==> config.mk <==
export PLATFORM = sky130hd
export DESIGN_NAME = fetch_unit_flat
export DESIGN_NICKNAME = d
export VERILOG_FILES = /design/src/rtl/fetch_unit_if.sv /design/src/rtl/fetch_unit.sv /design/src/flat_wrapper.sv
export SDC_FILE = /design/constraint.sdc
export NUM_CORES = 1
export LEC_CHECK = 0
export CAP_MARGIN = 20
export CORE_UTILIZATION = 42
export DETAILED_ROUTE_END_ITERATION = 6
export PLACE_DENSITY = 0.84
export REMOVE_ABC_BUFFERS = 1
export SLEW_MARGIN = 10
export SYNTH_ARGS = -nofsm -noshare
export SYNTH_HDL_FRONTEND = slang
export SYNTH_SLANG_ARGS = --single-unit
==> constraint.sdc <==
create_clock -name clk -period 4 [get_ports clk]
set_input_delay 0.4 -clock clk [delete_from_list [all_inputs] [get_ports clk]]
set_output_delay 0.4 -clock clk [all_outputs]
set_load 0.02 [all_outputs]
==> src/rtl/fetch_unit_if.sv <==
// -----------------------------------------------------------------------------
// fetch_unit_if
// Instruction-memory read bus between the fetch unit and instruction memory.
//
// Parameters
//   PC_W     address width
//   INSTR_W  instruction word width
//
// Signals
//   im_req   fetch unit -> memory : read request
//   im_addr  fetch unit -> memory : read address (the current pc)
//   im_ack   memory -> fetch unit : im_data is valid this cycle
//   im_data  memory -> fetch unit : returned instruction word
//
// Modports
//   master   fetch unit side
//   slave    instruction memory side
// -----------------------------------------------------------------------------
interface fetch_unit_if #(
    parameter int PC_W    = 8,
    parameter int INSTR_W = 15
);
    logic               im_req;
    logic [PC_W-1:0]    im_addr;
    logic               im_ack;
    logic [INSTR_W-1:0] im_data;

    modport master (
        output im_req,
        output im_addr,
        input  im_ack,
        input  im_data
    );

    modport slave (
        input  im_req,
        input  im_addr,
        output im_ack,
        output im_data
    );
endinterface

==> src/rtl/fetch_unit.sv <==
// -----------------------------------------------------------------------------
// fetch_unit
// Instruction fetch stage. Requests the word at pc from instruction memory,
// latches it into the instruction register, presents opcode/literal to the
// execute stage and advances pc (sequentially or to a jump target) once the
// execute stage reports completion.
//
// Optional feature (macro FETCH_TIMEOUT_EN):
//   When defined, a fetch that waits TIMEOUT cycles without im_ack moves the
//   unit into a terminal error state and raises the sticky fetch_err flag.
//   When undefined, fetch waits forever and fetch_err is tied low.
//
// Parameters
//   PC_W      program counter / memory address width
//   INSTR_W   instruction width (opcode [14:8], literal [7:0])
//   TIMEOUT   maximum FETCH cycles without im_ack (FETCH_TIMEOUT_EN only)
//
// Ports
//   clk          clock, rising edge
//   rst          synchronous active-high reset
//   im           instruction-memory bus (master side)
//   opcode       registered opcode, IR[14:8]
//   lit          registered literal, IR[7:0]
//   instr_valid  opcode/lit hold the instruction being executed
//   exec_done    execute stage finished the current instruction
//   pc_load      taken branch: load pc from jmp_addr when exec_done
//   jmp_addr     jump target
//   pc           current program counter
//   fetch_err    sticky fetch timeout flag
// -----------------------------------------------------------------------------
module fetch_unit #(
    parameter int PC_W    = 8,
    parameter int INSTR_W = 15,
    parameter int TIMEOUT = 15
) (
    input  logic              clk,
    input  logic              rst,
    fetch_unit_if.master      im,
    output logic [6:0]        opcode,
    output logic [7:0]        lit,
    output logic              instr_valid,
    input  logic              exec_done,
    input  logic              pc_load,
    input  logic [PC_W-1:0]   jmp_addr,
    output logic [PC_W-1:0]   pc,
    output logic              fetch_err
);

    // A zero or negative timeout would make the error state unavoidable.
    if (TIMEOUT < 1) begin : g_bad_timeout
        $error("fetch_unit: TIMEOUT must be at least 1");
    end

    typedef enum logic [1:0] {
        ST_FETCH = 2'b00,
        ST_EXEC  = 2'b01,
        ST_ERR   = 2'b10
    } state_t;

    localparam logic [PC_W-1:0] PC_ONE = {{(PC_W-1){1'b0}}, 1'b1};

    state_t             state_r;
    state_t             state_next;
    logic [PC_W-1:0]    pc_r;
    logic [PC_W-1:0]    pc_next;
    logic [INSTR_W-1:0] ir_r;
    logic [INSTR_W-1:0] ir_next;

`ifdef FETCH_TIMEOUT_EN
    localparam int CNT_W = (TIMEOUT > 2) ? $clog2(TIMEOUT) : 1;
    // Last counter value at which an ack is still accepted.
    localparam logic [CNT_W-1:0] CNT_LAST = CNT_W'(TIMEOUT - 1);
    localparam logic [CNT_W-1:0] CNT_ONE  = {{(CNT_W-1){1'b0}}, 1'b1};
    localparam logic [CNT_W-1:0] CNT_ZERO = {CNT_W{1'b0}};

    logic [CNT_W-1:0]   cnt_r;
    logic [CNT_W-1:0]   cnt_next;
    logic               err_r;
    logic               err_next;
`endif

    // Next-state and next-datapath decode; every register holds by default.
    always_comb begin
        state_next = state_r;
        pc_next    = pc_r;
        ir_next    = ir_r;
`ifdef FETCH_TIMEOUT_EN
        cnt_next   = cnt_r;
        err_next   = err_r;
`endif
        case (state_r)
            ST_FETCH: begin
                if (im.im_ack) begin
                    // Ack is checked before the timeout, so an ack in the
                    // last allowed cycle still wins.
                    ir_next    = im.im_data;
                    state_next = ST_EXEC;
                end
`ifdef FETCH_TIMEOUT_EN
                else if (cnt_r == CNT_LAST) begin
                    state_next = ST_ERR;
                    err_next   = 1'b1;
                end
                else begin
                    cnt_next   = cnt_r + CNT_ONE;
                end
`else
                else begin
                    state_next = ST_FETCH;
                end
`endif
            end
            ST_EXEC: begin
                // pc_load/jmp_addr only matter together with exec_done.
                if (exec_done) begin
                    if (pc_load) begin
                        pc_next = jmp_addr;
                    end else begin
                        pc_next = pc_r + PC_ONE;
                    end
                    state_next = ST_FETCH;
`ifdef FETCH_TIMEOUT_EN
                    cnt_next   = CNT_ZERO;
`endif
                end else begin
                    state_next = ST_EXEC;
                end
            end
            ST_ERR: begin
                // Terminal; only rst leaves this state.
                state_next = ST_ERR;
            end
            default: begin
                // Unused encoding: recover to a clean fetch.
                state_next = ST_FETCH;
            end
        endcase
    end

    // FSM state register.
    always_ff @(posedge clk) begin
        if (rst) begin
            state_r <= ST_FETCH;
        end else begin
            state_r <= state_next;
        end
    end

    // Program counter and instruction register.
    always_ff @(posedge clk) begin
        if (rst) begin
            pc_r <= {PC_W{1'b0}};
            ir_r <= {INSTR_W{1'b0}};
        end else begin
            pc_r <= pc_next;
            ir_r <= ir_next;
        end
    end

`ifdef FETCH_TIMEOUT_EN
    // Fetch wait counter and sticky error flag.
    always_ff @(posedge clk) begin
        if (rst) begin
            cnt_r <= CNT_ZERO;
            err_r <= 1'b0;
        end else begin
            cnt_r <= cnt_next;
            err_r <= err_next;
        end
    end

    assign fetch_err = err_r;
`else
    assign fetch_err = 1'b0;
`endif

    // Outputs come straight from registers or from the state register.
    assign im.im_req   = (state_r == ST_FETCH);
    assign im.im_addr  = pc_r;
    assign pc          = pc_r;
    assign opcode      = ir_r[14:8];
    assign lit         = ir_r[7:0];
    assign instr_valid = (state_r == ST_EXEC);

endmodule

==> src/flat_wrapper.sv <==
// flat-port wrapper written by rule: the top's interface ports become plain ports
module fetch_unit_flat 
#(
    parameter int PC_W    = 8,
    parameter int INSTR_W = 15,
    parameter int TIMEOUT = 15
)
  (clk, rst, opcode, lit, instr_valid, exec_done, pc_load, jmp_addr, pc, fetch_err, im_im_req, im_im_addr, im_im_ack, im_im_data);
  fetch_unit_if #(.PC_W(PC_W), .INSTR_W(INSTR_W)) im_i ();
  input  logic clk;
  input  logic rst;
  output logic [6:0] opcode;
  output logic [7:0] lit;
  output logic instr_valid;
  input  logic exec_done;
  input  logic pc_load;
  input  logic [PC_W-1:0] jmp_addr;
  output logic [PC_W-1:0] pc;
  output logic fetch_err;
  output wire logic [$bits(im_i.im_req)-1:0] im_im_req;
  output wire logic [$bits(im_i.im_addr)-1:0] im_im_addr;
  input wire logic [$bits(im_i.im_ack)-1:0] im_im_ack;
  input wire logic [$bits(im_i.im_data)-1:0] im_im_data;
  assign im_im_req = im_i.im_req;
  assign im_im_addr = im_i.im_addr;
  assign im_i.im_ack = im_im_ack;
  assign im_i.im_data = im_im_data;
  fetch_unit #(.PC_W(PC_W), .INSTR_W(INSTR_W), .TIMEOUT(TIMEOUT)) u_core (.clk(clk), .rst(rst), .im(im_i), .opcode(opcode), .lit(lit), .instr_valid(instr_valid), .exec_done(exec_done), .pc_load(pc_load), .jmp_addr(jmp_addr), .pc(pc), .fetch_err(fetch_err));
endmodule
After elaboration in Yosys (flattened, before gate mapping)
Cells that the tools add are included.
{"block": "op_classes", "add_sub_neg": 1, "multipliers": 0, "div_mod_pow": 0, "n_lt_le_gt_ge": 0, "n_eq_ne": 2, "shifts": 0, "mux": 4, "bitwise": 0, "n_reduce_logical": 3}
{"op": "8-bit by 1-bit adder with 8-bit output, second input constant", "count": 1}
{"op": "8-bit two-way mux", "count": 1}
{"op": "2-bit case mux with 3 select lines", "count": 1}
{"op": "2-bit AND reduction", "count": 2}
{"op": "2-bit by 1-bit equality test with 1-bit output, second input constant", "count": 1}
{"op": "2-bit equality test, second input constant", "count": 1}
{"op": "2-bit zero test", "count": 1}
{"op": "1-bit two-way mux", "count": 2}
{"block": "totals", "register_bits": 25, "latchBits": 0, "ramBits": 0, "mem_bits_ro": 0, "out_inout_bits": 34, "elab_cells": 13, "n_memories": 0}

Logic depth before layout (Yosys ltp)
Gate-level depths: netlist of run 1.
{"block": "logic_depth", "word_depth": 2, "mapped_depth": 5}

Worst setup path before layout of run 1
OpenSTA, ideal clock, no wires.
{"block": "synth_timing", "path_type": "register -> register", "start": "register u_core.pc_r[0] (netlist: u_core.im.im_addr[0])", "end": "register u_core.pc_r[6] (netlist: u_core.im.im_addr[6])", "setup_ps": 120, "arrival_time_ps": 1371, "required_ps": 3880, "path_slack_ps": 2510, "stages_incl_launch_ff": 5, "synth_period_minus_slack_ps": 1490, "cell_sequence": "dfxtp_1 > ha_1 > nand3_1 > o2111a_1 > a211o_1"}
{"block": "synth_via", "elab_chain_len": 2}
{"element": "start: declaration", "line": "fetch_unit.sv:64", "source": "logic [PC_W-1:0] pc_r;"}
{"element": "start signal: assignment", "line": "fetch_unit.sv:152", "source": "pc_r <= {PC_W{1'b0}};"}
{"element": "start signal: assignment", "line": "fetch_unit.sv:155", "source": "pc_r <= pc_next;"}
{"element": "8-bit by 1-bit adder with 8-bit output", "line": "fetch_unit.sv:119", "source": "pc_next = pc_r + PC_ONE;"}
{"element": "8-bit two-way mux", "line": "fetch_unit.sv:116", "source": "if (pc_load) begin"}
No other way between the ends.
A chain may end at the register's enable or synchronous reset.

==> summary.txt, run 1 <==
Status
  – Status: completed

Worst setup path
  – Reg2reg setup slack: 2.51 ns
  – Critical path required time: 4.21 ns
  – Crit path DAT: 2.17 ns
  – Critical Path Start Type: primary input
  – CP Class: primary input to flop
  – CP endpoint kind: flop
  – CP max FO: 25

Drt
  – WL final: 2853 um
  – Drt drc: 0
  – Vias per cell: 5.192
  – Via count: 1106
  – Routed Antenna Nets: 0
  – Drt pass-1 iters: 4
  – DRT iter0 DRCs: 34
  – Wire per inst: 13.39 um

Global routing
  – Total track usage: 0.1843
  – Global-route wire length before repair: 4761 um
  – Overflow after GRT: 0
  – Number of global-route vias before repair: 1047
  – Initial antenna violation count: 0
  – Largest net degree at the start of global routing: 26

Clock tree
  – Insertion delay to the later sink of the worst-skew pair: 0.32 ns
  – Clk sinks: 25
  – H-tree depth: 1
  – Post-CTS Setup Bufs: 0
  – Clk buf depth: 2
  – Clock Pin Slew Worst Setup and Hold Paths: 0.15 ns
  – CTS root buffer: clkbuf_4
  – CTS Hold Bufs: 0
  – CTS resizes: 0
  – Clock buffer count from CTS: 3
  – CTS tree: built

Timing
  – Setup TNS: 0 ns
  – Pins Over Slew Limit: 0
  – Slew headroom: 0.4068
  – Clock Skew: 0.01826 ns
  – Worst slew pin tran: 0.8870 ns
  – Final WS setup: 2.038 ns
  – Tcrit/Tclk final: 0.4905
  – Fin. Hold Viols: 0
  – Unrepaired setup endpoints after global routing: no
  – Fmax: 0.5097 GHz
  – Endpoints failing setup: 0
  – Fin crit period: 1.962 ns

Min path
  – Min-delay worst type: flop to flop

Synth
  – Main synth FF type: dfxtp_1
  – Seq cells post-synth: 25
  – Synth Cell Area: 1225 sq um
  – Yosys warnings: 0
  – Area leader, netlist: dfxtp_1
  – Post-synthesis average cell area: 9.141 sq um
  – Most common cell in the netlist: dfxtp_1
  – Synth area leaders: dfxtp_1 41%, mux2i_1 13%, nor2_1 6.7%, buf_4 6.1%, nand2_1 2.1%
  – Cells after Synth: 134
  – Netlist cell types: 38
  – Post-synthesis sequential area ratio: 0.4086
  – Fraction of registers with async set/reset: 0
  – Synth top cells by count: 25 x dfxtp_1, 22 x nor2_1, 16 x mux2i_1
  – Post-synth top area share: 0.4086
  – EDFF count, synth: 0

Finish
  – Diode count: 0
  – Nets: 212
  – Area growth syn-to-layout: 45.35%
  – Fin util: 0.6456
  – Share of layout cells above drive strength 1: 0.04945
  – Fill cell count: 255

Floorplanning
  – Die width: 56.01 um
  – Die ar.: 3137 sq um
  – Die Y: 56.01 um
  – Io pins: 62
  – # rows: 19
  – Core footprint: 2758 sq um
  – Initial Utilization: 0.4442

Pwr
  – Pwr/cell area: 293.2 nW/um^2
  – Max IR drop VDD: 212.8 uV
  – P_leak: 0.6979 nW
  – Total power: 0.0005220 W

Placed design
  – Gp weighted congestion: 0.7789
  – I/O Buffers: 60
  – Place WS: 1.735 ns
  – Placed wire-length estimate: 2165 um

Job
  – Max Cap Viol: 0
[kinds of logic (layout without fill, tap and decap cells)]
family | after synthesis | in the layout | share of synthesized area
AND/OR/NAND/NOR | 47 | 47 | 0.1870
flip-flops | 25 | 25 | 0.4086
buffers and inverters | 22 | 70 | 0.1185
AO/OA/AOI/OAI | 21 | 21 | 0.1297
multiplexers | 17 | 17 | 0.1430
adder cells (fa/ha/maj) | 1 | 1 | 0.01021
other | 1 | 1 | 0.003061
[worst max-delay path: stages]
cell and delay, ns:
clkdlybuf4s50_1 1.05, inv_1 0.25, and3_1 0.25, a211o_1 0.22
[final timing paths]
check | start | end | cells after the start
worst min-delay path | u_core.ir_r[5]$_SDFFE_PP0P_ | u_core.ir_r[5]$_SDFFE_PP0P_ | 2
worst max register to register | u_core.im.im_addr[1]$_SDFFE_PP0P_ | u_core.im.im_addr[6]$_SDFFE_PP0P_ | 4
worst min register to register | u_core.ir_r[5]$_SDFFE_PP0P_ | u_core.ir_r[5]$_SDFFE_PP0P_ | 2
worst max-delay path | rst | u_core.im.im_addr[6]$_SDFFE_PP0P_ | 4
[registers in the layout (all words and copies together), names as in the netlist]
register	cells
u_core.ir_r	15
u_core.im.im_addr	8
u_core.state_r	2
[layout by cell type, fill, tap and decap left out, types with 2 or more instances in the layout]
cell type,count
a21oi_1,2
a211o_1,2
nand2_1,7
o21ai_0,5
nand3_1,4
nor3b_1,2
a31oi_1,2
dfxtp_1,25
and3_1,3
mux2i_1,16
nor2_1,22
inv_1,5
clkdlybuf4s50_1,60
clkbuf_4,3
[per-layer routing]
layer | GRT usage | part of all wire | vias up
li1 | - | - | 551
met1 | 0.2333 | 0.44 | 508
met2 | 0.3299 | 0.48 | 47
met3 | 0.03953 | 0.075 | 0
met4 | 0.02091 | 0 | 0
met5 | 0 | 0 | -
[stage by stage]
step / cell area [sq um] / hold slack, ns / cells
finish: 1780 / 0.5180 / 213
global route: 1780 / 0.5534 / 213
CTS: 1780 / 0.5235 / 213
detailed placement: 1750 / 0.4911 / 209
global placement: 1750 / 0.4824 / 209
floorplan: 1099 / 0.4656 / 117
[area by class of cell]
type,count,area (sq um),area share
tap,31,38.79,0.02178
multi-input combinational,87,584.3,0.3282
clock buffer,3,22.52,0.01265
inverter,5,18.77,0.01054
timing repair buffer,61,608.1,0.3415
sequential,25,500.5,0.2811
clock inverter,1,7.507,0.004216
[power breakdown]
group | internal [W] | switching (W) | leakage [nW]
logic | 0.0000718 | 0.0000601 | 0.479
registers | 0.000263 | 0.0000120 | 0.205
clock network | 0.0000381 | 0.0000772 | 0.0139
total | 0.000373 | 0.000149 | 0.698
Power figures use the tool's default switching activity.
==> inputs of run 2 (changes only) <==
CORE_UTILIZATION = 35   (was 42)
PLACE_DENSITY = 0.75   (was 0.84)
clock period = 1.8 ns   (was 4 ns; I/O delays follow)
==> run 2 against run 1 <==
- global-route usage decreased by 1.8 points
- final cell count increased by 8.0%
- hold slack got worse by 0.054 ns
- combinational power increased by 130%
- critical endpoint is now instr_valid
- largest power group unchanged
==> summary.txt, run 2 (synthesis results as in run 1) <==
Status
  – Status: completed

Floorplanning
  – # rows: 21
  – Die ar.: 3741 sq um
  – Core footprint: 3337 sq um
  – Io pins: 62
  – Die width: 61.16 um
  – Initial Utilization: 0.3671
  – Die Y: 61.16 um

Worst setup path
  – CP endpoint kind: output port
  – Critical Path Start Type: flop
  – Crit path DAT: 1.54 ns
  – CP Class: flop to output port
  – Reg2reg setup slack: 0.28 ns
  – Critical path required time: 1.62 ns
  – CP max FO: 6

Timing
  – Fin. Hold Viols: 0
  – Fmax: 0.5808 GHz
  – Clock Skew: 0.007184 ns
  – Endpoints failing setup: 0
  – Fin crit period: 1.722 ns
  – Pins Over Slew Limit: 0
  – Unrepaired setup endpoints after global routing: no
  – Tcrit/Tclk final: 0.9566

Drt
  – Vias per cell: 4.965
  – DRT iter0 DRCs: 53
  – Via count: 1142
  – Drt drc: 0
  – Routed Antenna Nets: 0
  – Met3 WL post-DR: 251 um
  – DR WL met2: 1390 um
  – Top layer in use: met3
  – Wire per inst: 13.07 um
  – Drt pass-1 iters: 4
  – WL final: 3007 um
  – Post-Route M1 WL: 1365 um

Finish
  – Number of flip-flops in the largest register: 15
  – Most flops, register: u_core.ir_r
  – Diode count: 0
  – Nets: 214
  – Post-Layout Cell Count: 230
  – Area growth syn-to-layout: 48.93%
  – Fill cell count: 324
  – Register area: 500.5 sq um
  – Commonest non-fill, non-tap cell in the layout: clkdlybuf4s50_1
  – Share of layout cells above drive strength 1: 0.05978
  – Commonest non-fill, non-tap cells in the layout: 60 x clkdlybuf4s50_1, 25 x dfxtp_1, 22 x nor2_1
  – Area of the multi-input gates: 584.3 sq um
  – Fin util: 0.5467

Clock tree
  – Insertion delay to the later sink of the worst-skew pair: 0.31 ns
  – CTS root buffer: clkbuf_4
  – Clk sinks: 25
  – Clock buffer count from CTS: 3
  – Clock Pin Slew Worst Setup and Hold Paths: 0.14 ns
  – CTS Hold Bufs: 0
  – Clk buf depth: 2
  – CTS tree: built
  – Post-CTS Setup Bufs: 0
  – H-tree depth: 1
  – CTS resizes: 0

Global routing
  – Total track usage: 0.1662
  – Global-route wire length before repair: 4678 um
  – Largest net degree at the start of global routing: 22
  – Overflow after GRT: 0
  – Initial antenna violation count: 0
  – Number of global-route vias before repair: 1039

Placed design
  – Placed wire-length estimate: 2213 um
  – Placed cells: 226
  – Gp weighted congestion: 0.8739
  – I/O Buffers: 60

Job
  – Max Cap Viol: 0

Pwr
  – Max IR drop VDD: 352.3 uV
  – Total power: 0.001160 W
  – P_leak: 0.7154 nW
  – Pwr/cell area: 635.7 nW/um^2

Min path
  – Min-delay worst type: primary input to flop
run 2: cell types whose count changed in the layout (fill, tap and decap cells not counted):
cell,delta
buf_12,+1
buf_4,+1
clkinv_2,+1
clkinvlp_4,-1
run 2: area by class of cell:
type / count / area share
Timing Repair Buffer: 63 / 0.3484
Multi-Input combinational cell: 87 / 0.3203
Sequential cell: 25 / 0.2743
Tap cell: 46 / 0.03155
Clock buffer: 3 / 0.01235
Inverter: 5 / 0.01029
Clock inverter: 1 / 0.002743
run 2: path summary, 6_finish.rpt:
kind                            cells after the start                         startpoint                                end
worst min-delay path                                3                      im_im_data[7]        u_core.ir_r[7]$_SDFFE_PP0P_
worst max-delay path                                2       u_core.state_r[0]$_SDFF_PP0_                        instr_valid
worst max register to register                      4  u_core.im.im_addr[0]$_SDFFE_PP0P_  u_core.im.im_addr[6]$_SDFFE_PP0P_
worst min register to register                      2       u_core.ir_r[11]$_SDFFE_PP0P_       u_core.ir_r[11]$_SDFFE_PP0P_
run 2: per-stage QoR:
stage / hold slack [ns] / setup TNS [ns] / area (sq um) / worst slack [ns]
4_1_cts: 0.4435 / 0 / 1824 / 0.05364
5_1_grt: 0.4786 / 0 / 1824 / 0.004039
2_1_floorplan: 0.2456 / -10.61 / 1099 / -0.6760
6_report: 0.4639 / 0 / 1824 / 0.07813
3_5_place_dp: 0.4848 / 0 / 1797 / 0.2399
3_3_place_gp: 0.4713 / 0 / 1797 / 0.2852
run 2: power by group:
group	internal (W)	leakage [nW]	total [W]	switching [W]
Sequential	0.000584	0.205	0.000610	0.0000264
Combinational	0.000166	0.493	0.000301	0.000135
Clock	0.0000831	0.0177	0.000248	0.000165
run 2: worst max-delay path: stages, from the launching register on:
cell,delay [ns]
dfxtp_1,0.44
and2b_2,0.19
clkdlybuf4s50_1,0.60
run 2: metal layers:
layer  up-vias  global-route usage
li1        554                   -
met1       531              0.2191
met2        57              0.2686
met3         0             0.03782
met4         0             0.05519
met5         -                   0
